## src/rtl/imu_poll_pkg.sv

```systemverilog
// Shared types and default constants for the IMU polling sequencer.
// The optional response watchdog in the top level is enabled with the
// macro IMU_POLL_TIMEOUT_EN.
package imu_poll_pkg;

  // State encoding width and frame index width. The index width covers up to 16 registers.
  localparam int STATE_W = 3;
  localparam int IDX_W   = 4;

  // Default parameter values for the sequencer.
  localparam int unsigned DEF_N_REGS      = 6;
  localparam int unsigned DEF_POLL_DIV    = 100000;
  localparam logic [6:0]  DEF_SLAVE_ADDR  = 7'h68;
  localparam logic [7:0]  DEF_BASE_REG    = 8'h3B;
  localparam int unsigned DEF_MAX_RETRY   = 2;
  localparam int unsigned DEF_TIMEOUT_CYC = 4096;

  // Sequencer states.
  typedef enum logic [STATE_W-1:0] {
    IDLE      = 3'd0,
    WAIT_TICK = 3'd1,
    ISSUE     = 3'd2,
    WAIT_RSP  = 3'd3,
    RETRY     = 3'd4,
    PUBLISH   = 3'd5,
    FAULT     = 3'd6
  } state_t;

  // Increment a 16-bit counter that sticks at all-ones instead of wrapping.
  function automatic logic [15:0] sat_inc16(input logic [15:0] value);
    return (value == 16'hFFFF) ? value : value + 16'd1;
  endfunction

endpackage

```

## src/rtl/poll_tick_gen.sv

```systemverilog
// Free-running divider that emits a one-cycle tick every POLL_DIV clocks.
// It runs regardless of what the sequencer is doing, so frame starts stay
// on a fixed cadence even when a frame overruns and a tick is dropped.
module poll_tick_gen #(
  parameter int unsigned POLL_DIV = imu_poll_pkg::DEF_POLL_DIV
) (
  input  logic clk,
  input  logic rst_n,
  output logic tick
);

  localparam int CNT_W = (POLL_DIV > 1) ? $clog2(POLL_DIV) : 1;
  localparam logic [CNT_W-1:0] LAST = CNT_W'(POLL_DIV - 1);

  logic [CNT_W-1:0] cnt;

  // Count 0..POLL_DIV-1 and register a tick on the wrap cycle.
  always_ff @(posedge clk or negedge rst_n) begin
    if (!rst_n) begin
      cnt  <= '0;
      tick <= 1'b0;
    end else if (cnt == LAST) begin
      cnt  <= '0;
      tick <= 1'b1;
    end else begin
      cnt  <= cnt + CNT_W'(1);
      tick <= 1'b0;
    end
  end

endmodule

```

## src/rtl/imu_poll_sequencer.sv

```systemverilog
// Periodically reads N_REGS consecutive registers from an I2C IMU through a
// single-byte-read command interface, retries failed bytes, and publishes a
// complete frame as one sample. Repeated failures latch a sticky fault.
// Optional: define IMU_POLL_TIMEOUT_EN to add a response watchdog that
// treats TIMEOUT_CYC silent cycles in WAIT_RSP as an error response.
module imu_poll_sequencer
  import imu_poll_pkg::*;
#(
  parameter int unsigned N_REGS      = DEF_N_REGS,
  parameter int unsigned POLL_DIV    = DEF_POLL_DIV,
  parameter logic [6:0]  SLAVE_ADDR  = DEF_SLAVE_ADDR,
  parameter logic [7:0]  BASE_REG    = DEF_BASE_REG,
  parameter int unsigned MAX_RETRY   = DEF_MAX_RETRY,
  parameter int unsigned TIMEOUT_CYC = DEF_TIMEOUT_CYC
) (
  input  logic                  clk,
  input  logic                  rst_n,
  input  logic                  enable,
  output logic                  cmd_valid,
  input  logic                  cmd_ready,
  output logic [6:0]            cmd_slave_addr,
  output logic [7:0]            cmd_reg_addr,
  input  logic                  rsp_valid,
  input  logic [7:0]            rsp_data,
  input  logic                  rsp_err,
  output logic                  sample_valid,
  output logic [8*N_REGS-1:0]   sample_data,
  output logic                  busy,
  output logic                  fault,
  output logic [15:0]           err_count
);

  localparam logic [7:0]       MAX_RETRY_B = 8'(MAX_RETRY);
  localparam logic [IDX_W-1:0] LAST_IDX    = IDX_W'(N_REGS - 1);

  state_t              state;
  state_t              next_state;
  logic                tick;
  logic [IDX_W-1:0]    idx;
  logic [7:0]          retry_cnt;
  logic [8*N_REGS-1:0] shadow;
  logic [8*N_REGS-1:0] shadow_upd;
  logic                rsp_ok;
  logic                rsp_fail;
  logic                last_byte;
  logic                timeout_hit;

  poll_tick_gen #(
    .POLL_DIV (POLL_DIV)
  ) u_tick (
    .clk   (clk),
    .rst_n (rst_n),
    .tick  (tick)
  );

  // Responses only count while a command is outstanding; anything else is stale.
  assign rsp_ok    = (state == WAIT_RSP) && rsp_valid && !rsp_err;
  assign rsp_fail  = (state == WAIT_RSP) && ((rsp_valid && rsp_err) || timeout_hit);
  assign last_byte = (idx == LAST_IDX);

`ifdef IMU_POLL_TIMEOUT_EN
  localparam int WD_W = $clog2(TIMEOUT_CYC + 1);
  logic [WD_W-1:0] wd_cnt;

  // Watchdog counts cycles spent waiting for the current response.
  always_ff @(posedge clk or negedge rst_n) begin
    if (!rst_n) begin
      wd_cnt <= '0;
    end else if (state != WAIT_RSP) begin
      wd_cnt <= '0;
    end else begin
      wd_cnt <= wd_cnt + WD_W'(1);
    end
  end

  assign timeout_hit = (state == WAIT_RSP) && !rsp_valid &&
                       (wd_cnt == WD_W'(TIMEOUT_CYC - 1));
`else
  logic unused_timeout_cfg;
  assign timeout_hit        = 1'b0;
  assign unused_timeout_cfg = (TIMEOUT_CYC != 0);
`endif

  // Shadow buffer with the incoming byte merged into the current index slot.
  always_comb begin
    shadow_upd = shadow;
    for (int k = 0; k < int'(N_REGS); k++) begin
      if (idx == IDX_W'(k)) begin
        shadow_upd[8*k +: 8] = rsp_data;
      end
    end
  end

  // State register.
  always_ff @(posedge clk or negedge rst_n) begin
    if (!rst_n) begin
      state <= IDLE;
    end else begin
      state <= next_state;
    end
  end

  // Next-state decode and state-derived outputs.
  always_comb begin
    next_state     = state;
    cmd_valid      = 1'b0;
    busy           = 1'b0;
    fault          = 1'b0;
    cmd_slave_addr = SLAVE_ADDR;
    cmd_reg_addr   = BASE_REG + 8'(idx);
    case (state)
      IDLE: begin
        if (enable) next_state = WAIT_TICK;
      end
      WAIT_TICK: begin
        if (!enable)   next_state = IDLE;
        else if (tick) next_state = ISSUE;
      end
      ISSUE: begin
        cmd_valid = 1'b1;
        busy      = 1'b1;
        if (cmd_ready) next_state = WAIT_RSP;
      end
      WAIT_RSP: begin
        busy = 1'b1;
        if (rsp_ok)        next_state = last_byte ? PUBLISH : ISSUE;
        else if (rsp_fail) next_state = RETRY;
      end
      RETRY: begin
        busy = 1'b1;
        if (!enable)                     next_state = IDLE;
        else if (retry_cnt < MAX_RETRY_B) next_state = ISSUE;
        else                             next_state = FAULT;
      end
      PUBLISH: begin
        busy       = 1'b1;
        next_state = enable ? WAIT_TICK : IDLE;
      end
      FAULT: begin
        fault      = 1'b1;
        next_state = FAULT;
      end
      default: begin
        next_state = IDLE;
      end
    endcase
  end

  // Frame datapath: byte index, retry budget, shadow capture, publish and error count.
  always_ff @(posedge clk or negedge rst_n) begin
    if (!rst_n) begin
      idx          <= '0;
      retry_cnt    <= '0;
      shadow       <= '0;
      sample_data  <= '0;
      sample_valid <= 1'b0;
      err_count    <= '0;
    end else begin
      sample_valid <= rsp_ok && last_byte;
      if (state == WAIT_TICK && next_state == ISSUE) begin
        idx       <= '0;
        retry_cnt <= '0;
      end
      if (rsp_ok) begin
        shadow    <= shadow_upd;
        retry_cnt <= '0;
        if (last_byte) begin
          sample_data <= shadow_upd;
        end else begin
          idx <= idx + IDX_W'(1);
        end
      end
      if (rsp_fail) begin
        err_count <= sat_inc16(err_count);
      end
      if (state == RETRY && next_state == ISSUE) begin
        retry_cnt <= retry_cnt + 8'd1;
      end
    end
  end

endmodule

```

## config.mk

```make
export PLATFORM = sky130hd
export DESIGN_NAME = imu_poll_sequencer
export DESIGN_NICKNAME = d
export VERILOG_FILES = /design/src/rtl/imu_poll_pkg.sv /design/src/rtl/poll_tick_gen.sv /design/src/rtl/imu_poll_sequencer.sv
export SDC_FILE = /design/constraint.sdc
export NUM_CORES = 1
export LEC_CHECK = 0
export CORE_MARGIN = 4
export CORE_UTILIZATION = 40
export DETAILED_ROUTE_END_ITERATION = 8
export GPL_ROUTABILITY_DRIVEN = 0
export SETUP_SLACK_MARGIN = 0.02
export SYNTH_ARGS = -nofsm -noshare
export SYNTH_HDL_FRONTEND = slang
export SYNTH_SLANG_ARGS = --single-unit
```

## constraint.sdc

```tcl
create_clock -name clk -period 5.78 [get_ports clk]
set_input_delay 1.156 -clock clk [delete_from_list [all_inputs] [get_ports clk]]
set_output_delay 1.156 -clock clk [all_outputs]
set_load 0.05 [all_outputs]
```

Yosys cells after proc, flatten, opt, wreduce, memory -nomap -nowiden
Index checks and enable logic that the tools add are counted.
W data, S select, Z words.
- register bits after elaboration: 146
- input port bits: 14
- output and inout bits: 83
- word-level logic and storage cells: 72
- add/subtract/negate cells: 5
- magnitude comparators: 1
- eq/ne operators: 14
- mux-type cells: 28
- bitwise gates (word level): 1
- reductions and logical operators: 14
- operator list (cell ; count):
    $mux W8 ; 9
    $mux W3 ; 9
    $pmux W3 S7 ; 1
    $add A17 B1 Y17 const B ; 1
    $eq A17 B17 Y1 const B ; 1
    $mux W17 ; 1
    $add A16 B1 Y16 const B ; 1
    $eq A16 B16 Y1 const B ; 1
    $mux W4 ; 3
    $eq A3 B2 Y1 const B ; 3
    $eq A3 B3 Y1 const B ; 3
    $add A8 B1 Y8 const B ; 1
    $eq A4 B2 Y1 const B ; 2
    $eq A4 B3 Y1 const B ; 2
    $lt A8 B2 Y1 const B ; 1
    $add A6 B4 Y7 const A ; 1
    $logic_and A1 B1 Y1 ; 7
    $mux W1 ; 5
    $add A4 B1 Y4 const B ; 1
    $eq A4 B1 Y1 const B ; 1
    $logic_not A4 Y1 ; 1
    $reduce_and A2 Y1 ; 2
    $reduce_or A4 Y1 ; 1
    $eq A3 B1 Y1 const B ; 1
    other kinds (4) ; 4

Depth between registers and ports, before layout
Gate-level depths: netlist (run 1).
- word-level depth: 10
- depth in mapped cells: 9

Cells and area by module
A second synthesis (run 1) with hierarchy kept.
- cell total of the unflattened synthesis: 563
- area total of the unflattened synthesis: 6399.9 sq um
- by module, submodules not included (module ; instances ; cells each ; area an instance (sq um)):
    imu_poll_sequencer ; 1 ; 488 ; 5581.6
    poll_tick_gen ; 1 ; 75 ; 818.3

Least setup slack after synthesis (run 1)
No wires, ideal clock.
- path kind: register to output
- from: register idx[0]
- to: output cmd_reg_addr[4]
- arrival: 1856 ps
- required time: 4624 ps
- slack: 2768 ps
- cell stages (with the launch flop): 6
- path buffers: 0
- cells stage by stage: dfrtp_1 -> inv_1 -> ha_1 -> inv_1 -> a21o_1 -> inv_1
- longest elaborated chain between the ends: 1
- RTL lines (element ; line ; text):
    start, declared ; imu_poll_sequencer.sv:39 ; logic [IDX_W-1:0] idx;
    start signal, assigned ; imu_poll_sequencer.sv:170 ; idx <= idx + IDX_W'(1);
    $add A6 B4 Y7 ; imu_poll_sequencer.sv:110 ; cmd_reg_addr = BASE_REG + 8'(idx);
    end, declared ; imu_poll_sequencer.sv:22 ; output logic [7:0] cmd_reg_addr,
No other way between the ends.

Worst setup path in the final report (run 1)
Ends and elaborated chain as after synthesis.

==> results of run 1 <==
==> area by class of cell <==
type	count	area (um2)	area share (%)
Inverter	11	41.3	0.520
Sequential cell	138	3450	43.5
Tap cell	216	270	3.40
Clock buffer	25	485	6.11
Multi-Input combinational cell	369	2710	34.1
Timing Repair Buffer	90	897	11.3
Clock inverter	7	90.1	1.13
==> worst paths after layout <==
check | from | end | depth (start not counted)
worst max-delay path | idx[0] | cmd_reg_addr[4] | 6
worst max register to register | idx[0] | shadow[2] | 6
worst min-delay path | retry_cnt[4] | retry_cnt[4] | 1
worst min register to register | retry_cnt[4] | retry_cnt[4] | 1
max in group asynchronous | rst_n | shadow[32] | 2
min in group asynchronous | rst_n | sample_data[10] | 1
==> metal layers <==
layer  part of all wire (%)  global-route usage, %  vias up
li1                       -                      -     2059
met1                     46                   21.3     2124
met2                     48                   25.5       85
met3                    3.9                   4.36       16
met4                    1.5                   5.71        0
met5                      0                      0        -
==> cell usage after synthesis (4+ instances only) <==
master | n | area (um2)
xnor2_1 | 12 | 105
mux2_4 | 8 | 120
ha_1 | 7 | 87.6
buf_6 | 5 | 56.3
nor3_1 | 9 | 45.0
nand3_1 | 14 | 70.1
nor4b_1 | 4 | 35.0
buf_2 | 13 | 65.1
and2_1 | 12 | 75.1
mux2_2 | 45 | 507
a21oi_1 | 5 | 25.0
dfrtp_1 | 138 | 3450
nand2_1 | 59 | 221
nor2b_1 | 4 | 25.0
nand4_1 | 9 | 56.3
xor2_1 | 16 | 140
o21ai_0 | 42 | 210
nor2_1 | 20 | 75.1
buf_4 | 9 | 67.6
mux2i_1 | 41 | 410
inv_1 | 11 | 41.3
clkbuf_1 | 14 | 52.6
==> power by group through the flow <==
stage,clock [mW],combinational [mW],sequential (mW)
after detailed placement,0,1.12,1.28
after global placement,0,1.10,1.27
after global routing,1.12,1.18,1.28
after CTS,1.08,1.12,1.26
after floorplan,0,0.703,1.36
final,1.05,1.10,1.26
==> state kept, by name (all words and copies together), names as in the netlist <==
name and cells:
idx 4, state 3, u_tick.cnt 17, u_tick.tick 1
sample_valid 1, retry_cnt 8, sample_data 48, err_count 16
shadow 40
==> through the flow <==
step | instance area, um2 | setup slack [ns] | instances | power (mW) | hold slack, ns
final | 7940 | 2.23 | 856 | 3.42 | 0.475
after global placement | 7370 | 2.54 | 824 | 2.37 | 0.461
after detailed placement | 7370 | 2.51 | 824 | 2.39 | 0.463
after global routing | 7940 | 2.13 | 856 | 3.59 | 0.498
after CTS | 7940 | 2.20 | 856 | 3.46 | 0.480
after floorplan | 6440 | 2.77 | 559 | 2.06 | 0.444
==> kinds of logic after synthesis <==
group	share of synthesized area, %
compound gates	6.34
xor+xnor	3.82
fa+ha+maj	1.37
buf+inv	4.41
flops	53.8
mux	16.2
other cells	0.117
simple gates	13.9
==> worst reg2reg max path: cells and delay by family, from the launching register on <==
kind / cells / cell delay (ns)
adders and majority gates: 1 / 0.23
DFF: 1 / 0.45
buffers and inverters: 2 / 0.21
muxes: 1 / 0.38
and+or+nand+nor: 2 / 1.12
==> results.md, run 1 <==
- Switching portion of total power: 34.8%
- Post-Syn Instances: 553
- Crit path buf inv count: 4
- Post-Syn Area: 6410 um2
- ANT cells: 0
- Clk root buf: clkbuf_16
- Area delta synth->final: 23.9%
- Fillers: 1,452
- Final wirelength: 13,700 um
- Synth Warn #: 0
- Final net count: 648
- Share of layout cells above drive strength 1: 15.0%
- Initial Utilization: 40.7%
- Drt drc: 0
- Global-route usage over all layers: 16.1%
- Critical Path End Type: primary output
- Clock sink count: 138
- First-pass GRT wire length: 23,000 um
- DR iter-0 viols: 188
- HP Class: register to register
- Worst slew pin tran: 0.882 ns
- Initial antenna violation count: 0
- Die area: 18,100 um2
- Req. time, crit path: 4.62 ns
- Fmax: 0.282 GHz
- Num rows: 46
- I/O pins: 97
- Number of synthesized flops with an enable pin: 0
- Max-slew violations: 0
- Avg Inst Size Synth: 11.6 um2
- Post-DP HPWL: 9490 um
- Flop2flop setup slack: 3.27 ns
- Crit path max fanout: 7
- Die Wd: 135 um
- Tmin final: 3.55 ns
- Unique masters post-synth: 56
- Worst Skew: 0.00718 ns
- Cts bufs inserted: 17
- Post-synthesis async set-or-reset flop share: 100%
- PortBufs: 88
- Maxcap violations: 0
- CTS Hold Buffers Added: 0
- Hold Vio Cnt, Final: 0
- CP arrival: 2.39 ns
- Worst-Skew Late Latency: 0.42 ns
- Leak: 3.54 nW
- Leading cell type in the layout, fill and taps excluded: dfrtp_1
- Post-synthesis sequential element count: 138
- Grt total ovfl: 0
- Clock buffer depth: 2
- Sequential Power Share: 36.9%
- Pint: 2.23 mW
- DRT antenna net count: 0
- Status: complete, no violations
- Cell mode on critical path: inv_1
- Top FF cell, synth: dfrtp_1
- First-pass DRT Iterations: 4
- CTS resizes: 0
- VDD IR max: 0.325 mV
- CTS tree: done
- CP Cell Sequence: inv_1 > ha_1 > inv_1 > a21o_1 > inv_1 > clkdlybuf4s50_1
- Pwr/cell area: 430 nW/um2
- Die height: 135 um
- Sequential area share after synthesis: 53.8%
- Relative slew slack: 40.9%
- Vias in the first global route: 4,478
- Comb power frac: 32.3%
- Crit path kind: register to primary output
- Period utilisation layout: 61.4%
- RSZ-0062 raised after global routing: no
- Buffers inserted by post-CTS timing repair: 0
- H-tree depth: 4
- Final setup TNS: 0 ns
- CP max stage cell: clkdlybuf4s50_1
- Critical path startpoint category: register
- Core Area: 15,800 um2
- Vias post-DR: 4,284
- Max incr delay on CP: 0.80 ns
- CTS clk-pin slew, worst paths: 0.06 ns
- Final setup vio count: 0
- WL/cell: 16.1 um
- Largest net degree at the start of global routing: 90
- Final core utilization: 50.4%
- Net Sw Power: 1.19 mW
- Most frequent cells in the layout: 138 x dfrtp_1, 87 x clkdlybuf4s50_1, 59 x nand2_1, 45 x mux2_2, 42 x o21ai_0
- Cell family with most CP delay: buffers and inverters
- Vias/cell: 5.00
- Power share of the clock group: 30.8%
(Power assumes the default switching activity.)
==> run 2, diff against run 1 <==
==> constraint.sdc (replaced) <==
create_clock -name clk -period 3 [get_ports clk]
set_input_delay 0.6 -clock clk [delete_from_list [all_inputs] [get_ports clk]]
set_output_delay 0.6 -clock clk [all_outputs]
set_load 0.05 [all_outputs]
==> results.md, run 2 (same netlist as run 1, synthesis figures left out) <==
- Largest net degree at the start of global routing: 90
- Maxcap violations: 0
- Max reg flops: 48
- Crit path kind: register to primary output
- Die Wd: 135 um
- Die area: 18,100 um2
- Clock buffer depth: 2
- Multi-input logic area: 2710 um2
- Vias/cell: 5.04
- Area delta synth->final: 25.3%
- Critical path startpoint category: register
- Final net count: 653
- First-pass GRT wire length: 23,000 um
- Drt drc: 0
- Most frequent cells in the layout: 138 x dfrtp_1, 83 x clkdlybuf4s50_1, 59 x nand2_1, 45 x mux2_2, 42 x o21ai_0
- Clock sink count: 138
- Fillers: 1,418
- Final wirelength: 13,900 um
- Global-route usage over all layers: 16.1%
- Max-slew violations: 0
- Worst Skew: 0.0100 ns
- I/O pins: 97
- CP max stage cell: clkdlybuf4s50_1
- Crit path buf inv count: 3
- Cell mode on critical path: inv_1
- First-pass DRT Iterations: 4
- Flop2flop setup slack: 0.77 ns
- Final setup TNS: 0 ns
- DRT antenna net count: 0
- Status: complete, no violations
- Hold_ws: 0.146 ns
- Initial antenna violation count: 0
- Clk root buf: clkbuf_16
- Reg-to-reg endpoint: shadow[32]
- H-tree depth: 4
- HP Class: input port to asynchronous set/reset pin
- RSZ-0062 raised after global routing: no
- FF-to-FF Start: idx[0]
- DR iter-0 viols: 184
- Pwr/cell area: 832 nW/um2
- Largest reg by FF count: sample_data
- Leak: 3.61 nW
- Leading cell type in the layout, fill and taps excluded: dfrtp_1
- Worst slew pin tran: 0.661 ns
- Cts bufs inserted: 17
- PortBufs: 88
- Share of layout cells above drive strength 1: 16.1%
- Critical Path End Type: primary output
- Post-DP HPWL: 9720 um
- Vias post-DR: 4,338
- WL/cell: 16.2 um
- VDD IR max: 0.512 mV
- Cell family with most CP delay: buffers and inverters
- Max incr delay on CP: 0.79 ns
- Req. time, crit path: 2.40 ns
- CTS Hold Buffers Added: 0
- Core Area: 15,800 um2
- Final Power: 6.69 mW
- Relative slew slack: 55.8%
- CP arrival: 2.17 ns
- Worst-Skew Late Latency: 0.42 ns
- CTS tree: done
- Final setup vio count: 0
- Vias in the first global route: 4,396
- Hold Vio Cnt, Final: 0
- CP Cell Sequence: inv_1 > ha_1 > inv_1 > clkdlybuf4s50_1
- Grt total ovfl: 0
- Period utilisation layout: 92.2%
- ANT cells: 0
- Fmax: 0.361 GHz
- Reg2Reg Depth: 5
- Largest regs: sample_data: 48 flops, shadow: 40 flops, u_tick.cnt: 17 flops
- Die height: 135 um
- Tmin final: 2.77 ns
- Initial Utilization: 40.7%
- CTS clk-pin slew, worst paths: 0.06 ns
- Crit path max fanout: 7
- Num rows: 46
- Reg area: 3450 um2
run 2: cell types whose count changed in the layout (fill, tap and decap cells not counted), sizes merged:
cell	delta
bufinv	+1
dlymetal6s2s	+4
clkinvlp	+1
buf	+5
clkdlybuf4s50	-4
clkbuf	-4
clkinv	+2
run 2: layout make-up:
type                       instances  area share (%)
tap                              216            3.36
clock buffer                      21            5.73
timing repair buffer              95            11.9
multi-input combinational        369            33.7
sequential                       138            43.0
inverter                          11           0.514
clock inverter                    11            1.81
run 2: power by group:
| group | total, mW | switching [mW] | internal (mW) |
|---|---|---|---|
| registers | 2.42 | 0.259 | 2.16 |
| logic | 2.14 | 1.28 | 0.863 |
| clock network | 2.12 | 0.774 | 1.35 |
run 2: worst register-to-register path: stages, from the launching register on:
cell,delay (ns)
dfrtp_1,0.44
inv_1,0.13
ha_1,0.21
nand3b_1,0.44
nor2_2,0.51
mux2_2,0.38
run 2: worst max-delay path by stage:
stage               slack (ns)  depth (start not counted)         endpoint      start
finish                    0.23                          4  cmd_reg_addr[1]     idx[0]
global route              0.11                          4  cmd_reg_addr[1]     idx[0]
CTS                       0.05                          6  cmd_reg_addr[4]     idx[0]
detailed placement        0.47                          5  sample_data[43]  rsp_valid
global placement          0.50                          5  sample_data[43]  rsp_valid
floorplan                 0.54                          5  cmd_reg_addr[4]     idx[0]
run 2: metrics by stage:
step / cell area, um2 / setup WS (ns) / util (%) / std cells
finish: 8030 / 0.233 / 50.9 / 861
floorplan: 6440 / 0.544 / - / 559
global route: 8030 / 0.111 / 50.9 / 861
CTS: 8020 / 0.0496 / 50.9 / 861
detailed placement: 7420 / 0.471 / 47.0 / 829
global placement: 7420 / 0.498 / 47.0 / 829
run 2: repair_timing:
item                       CTS  global route
setup endpoints to repair    0             4
buffers inserted             0             0
resized for setup            0             4
run 2: layer usage:
metal / GRT usage, % / wire length (um) / vias up
li1: - / - / 2080
met1: 21.6 / 6400 / 2154
met2: 25.6 / 6760 / 92
met3: 4.17 / 602 / 12
met4: 5.09 / 159 / 0
met5: 0 / 0 / -
==> run 3, diff against run 2 <==
--- a/config.mk
+++ b/config.mk
@@ -5,10 +5,10 @@
 export SDC_FILE = /design/constraint.sdc
 export NUM_CORES = 1
 export LEC_CHECK = 0
-export CORE_MARGIN = 4
-export CORE_UTILIZATION = 40
+export CORE_UTILIZATION = 49
 export DETAILED_ROUTE_END_ITERATION = 8
 export GPL_ROUTABILITY_DRIVEN = 0
+export PLACE_DENSITY = 0.76
 export SETUP_SLACK_MARGIN = 0.02
 export SYNTH_ARGS = -nofsm -noshare
 export SYNTH_HDL_FRONTEND = slang
==> results.md, run 3 (same netlist as run 1, synthesis figures left out) <==
- Post-layout instance area: 7980 um2
- Area delta synth->final: 24.4%
- DRT antenna net count: 0
- Placement Setup Slack: 0.464 ns
- CTS Hold Buffers Added: 0
- Critical Path End Type: primary output
- Cell mode on critical path: inv_1
- Max reg flops: 48
- Clock sink count: 138
- Share of layout cells above drive strength 1: 15.8%
- Reg area: 3450 um2
- CTS tree: done
- CP max stage cell: clkdlybuf4s50_1
- WL/cell: 16.3 um
- Crit path kind: register to primary output
- Final setup vio count: 0
- Final wirelength: 13,300 um
- Max incr delay on CP: 0.80 ns
- VDD IR max: 0.435 mV
- Crit path max fanout: 7
- Worst-Skew Late Latency: 0.41 ns
- Hold Vio Cnt, Final: 0
- Num rows: 41
- Vias post-DR: 4,416
- Core Area: 12,700 um2
- First-pass DRT Iterations: 5
- Critical path startpoint category: register
- Worst Skew: 0.00998 ns
- Post-DP HPWL: 9160 um
- Final net count: 653
- CP arrival: 2.24 ns
- Die area: 13,600 um2
- Final Power: 6.70 mW
- Die height: 116 um
- Clock buffer depth: 2
- RSZ-0062 raised after global routing: no
- First-pass GRT wire length: 21,300 um
- Multi-input logic area: 2700 um2
- H-tree depth: 4
- Largest reg by FF count: sample_data
- Grt total ovfl: 0
- Initial Utilization: 50.6%
- CP Cell Sequence: inv_1 > ha_1 > inv_1 > a21o_1 > clkdlybuf4s50_1
- Buffers inserted by post-CTS timing repair: 0
- Final setup TNS: 0 ns
- Cell area after placement: 7370 um2
- Largest regs: sample_data: 48 flops, shadow: 40 flops, u_tick.cnt: 17 flops
- Maxcap violations: 0
- I/O pins: 97
- Fillers: 987
- Pwr/cell area: 840 nW/um2
- Status: complete, no violations
- Drt drc: 0
- Most frequent cells in the layout: 138 x dfrtp_1, 86 x clkdlybuf4s50_1, 59 x nand2_1, 45 x mux2_2, 42 x o21ai_0
- ANT cells: 0
- Initial antenna violation count: 0
- Clk root buf: clkbuf_16
- Largest net degree at the start of global routing: 90
- Relative slew slack: 54.8%
- Vias in the first global route: 4,253
- Max-slew violations: 0
- Period utilisation layout: 94.8%
- Worst Slack Setup Final: 0.155 ns
- Vias/cell: 5.41
- Flop2flop setup slack: 0.64 ns
- Crit path buf inv count: 3
- DR iter-0 viols: 324
- Req. time, crit path: 2.40 ns
- Die Wd: 116 um
- Cts bufs inserted: 17
- HP Class: input port to asynchronous set/reset pin
- Global-route usage over all layers: 20.9%
- PortBufs: 88
- Fmax: 0.352 GHz
- Worst slew pin tran: 0.678 ns
- Tmin final: 2.84 ns
- Leading cell type in the layout, fill and taps excluded: dfrtp_1
- Cell family with most CP delay: buffers and inverters
- CTS clk-pin slew, worst paths: 0.06 ns
- Leak: 3.60 nW
==> run 3: layout make-up <==
class | instances | share of cell area [%]
multi-input cells | 369 | 33.9
flip-flops and latches | 138 | 43.3
clock buffers | 24 | 6.16
well taps | 172 | 2.70
repair buffers | 95 | 12.0
inverters | 11 | 0.518
clock inverters | 8 | 1.44
==> run 3: worst reg2reg max path, delay by kind of cell (launching register included) <==
family                   cells  cell delay, ns
AND/OR/NAND/NOR              2            0.69
buffers and inverters        3            0.48
flip-flops                   1            0.44
multiplexers                 1            0.39
adder cells (fa/ha/maj)      1            0.23
==> run 3: worst paths after layout <==
| kind | cells after the start | startpoint | to |
|---|---|---|---|
| worst max register to register | 7 | idx[0] | shadow[4] |
| worst min-delay path | 1 | rst_n | sample_data[43] |
| max in group asynchronous | 2 | rst_n | err_count[5] |
| min in group clk | 1 | retry_cnt[4] | retry_cnt[4] |
| worst min register to register | 1 | retry_cnt[4] | retry_cnt[4] |
| worst max-delay path | 5 | idx[0] | cmd_reg_addr[6] |
==> run 3: stage by stage <==
stage | utilization (%) | instances | hold slack (ns)
after global routing | 63.0 | 817 | 0.256
after detailed placement | 58.1 | 785 | 0.466
after CTS | 62.9 | 817 | 0.236
after global placement | 58.1 | 785 | 0.460
final | 63.0 | 817 | 0.227
after floorplan | - | 559 | 0.304
==> run 3: repair_timing <==
action / 4_1_cts / 5_1_grt
hold endpoints to repair: 0 / 0
gates resized for setup: 0 / 1
endpoints found under the setup margin: 0 / 1
==> run 3: report_power, final <==
part | internal [mW] | switching [mW] | leakage [nW] | total, mW
clock network | 1.39 | 0.731 | 0.304 | 2.12
logic | 0.863 | 1.28 | 1.42 | 2.15
registers | 2.16 | 0.270 | 1.88 | 2.43
total | 4.42 | 2.28 | 3.60 | 6.70
==> run 3: metal layers <==
layer	GRT usage, %	vias up	part of all wire, %
met4	8.55	0	1.3
li1	-	2075	-
met1	27.7	2218	44
met2	33.2	109	50
met5	0	-	0
met3	4.83	14	4.6
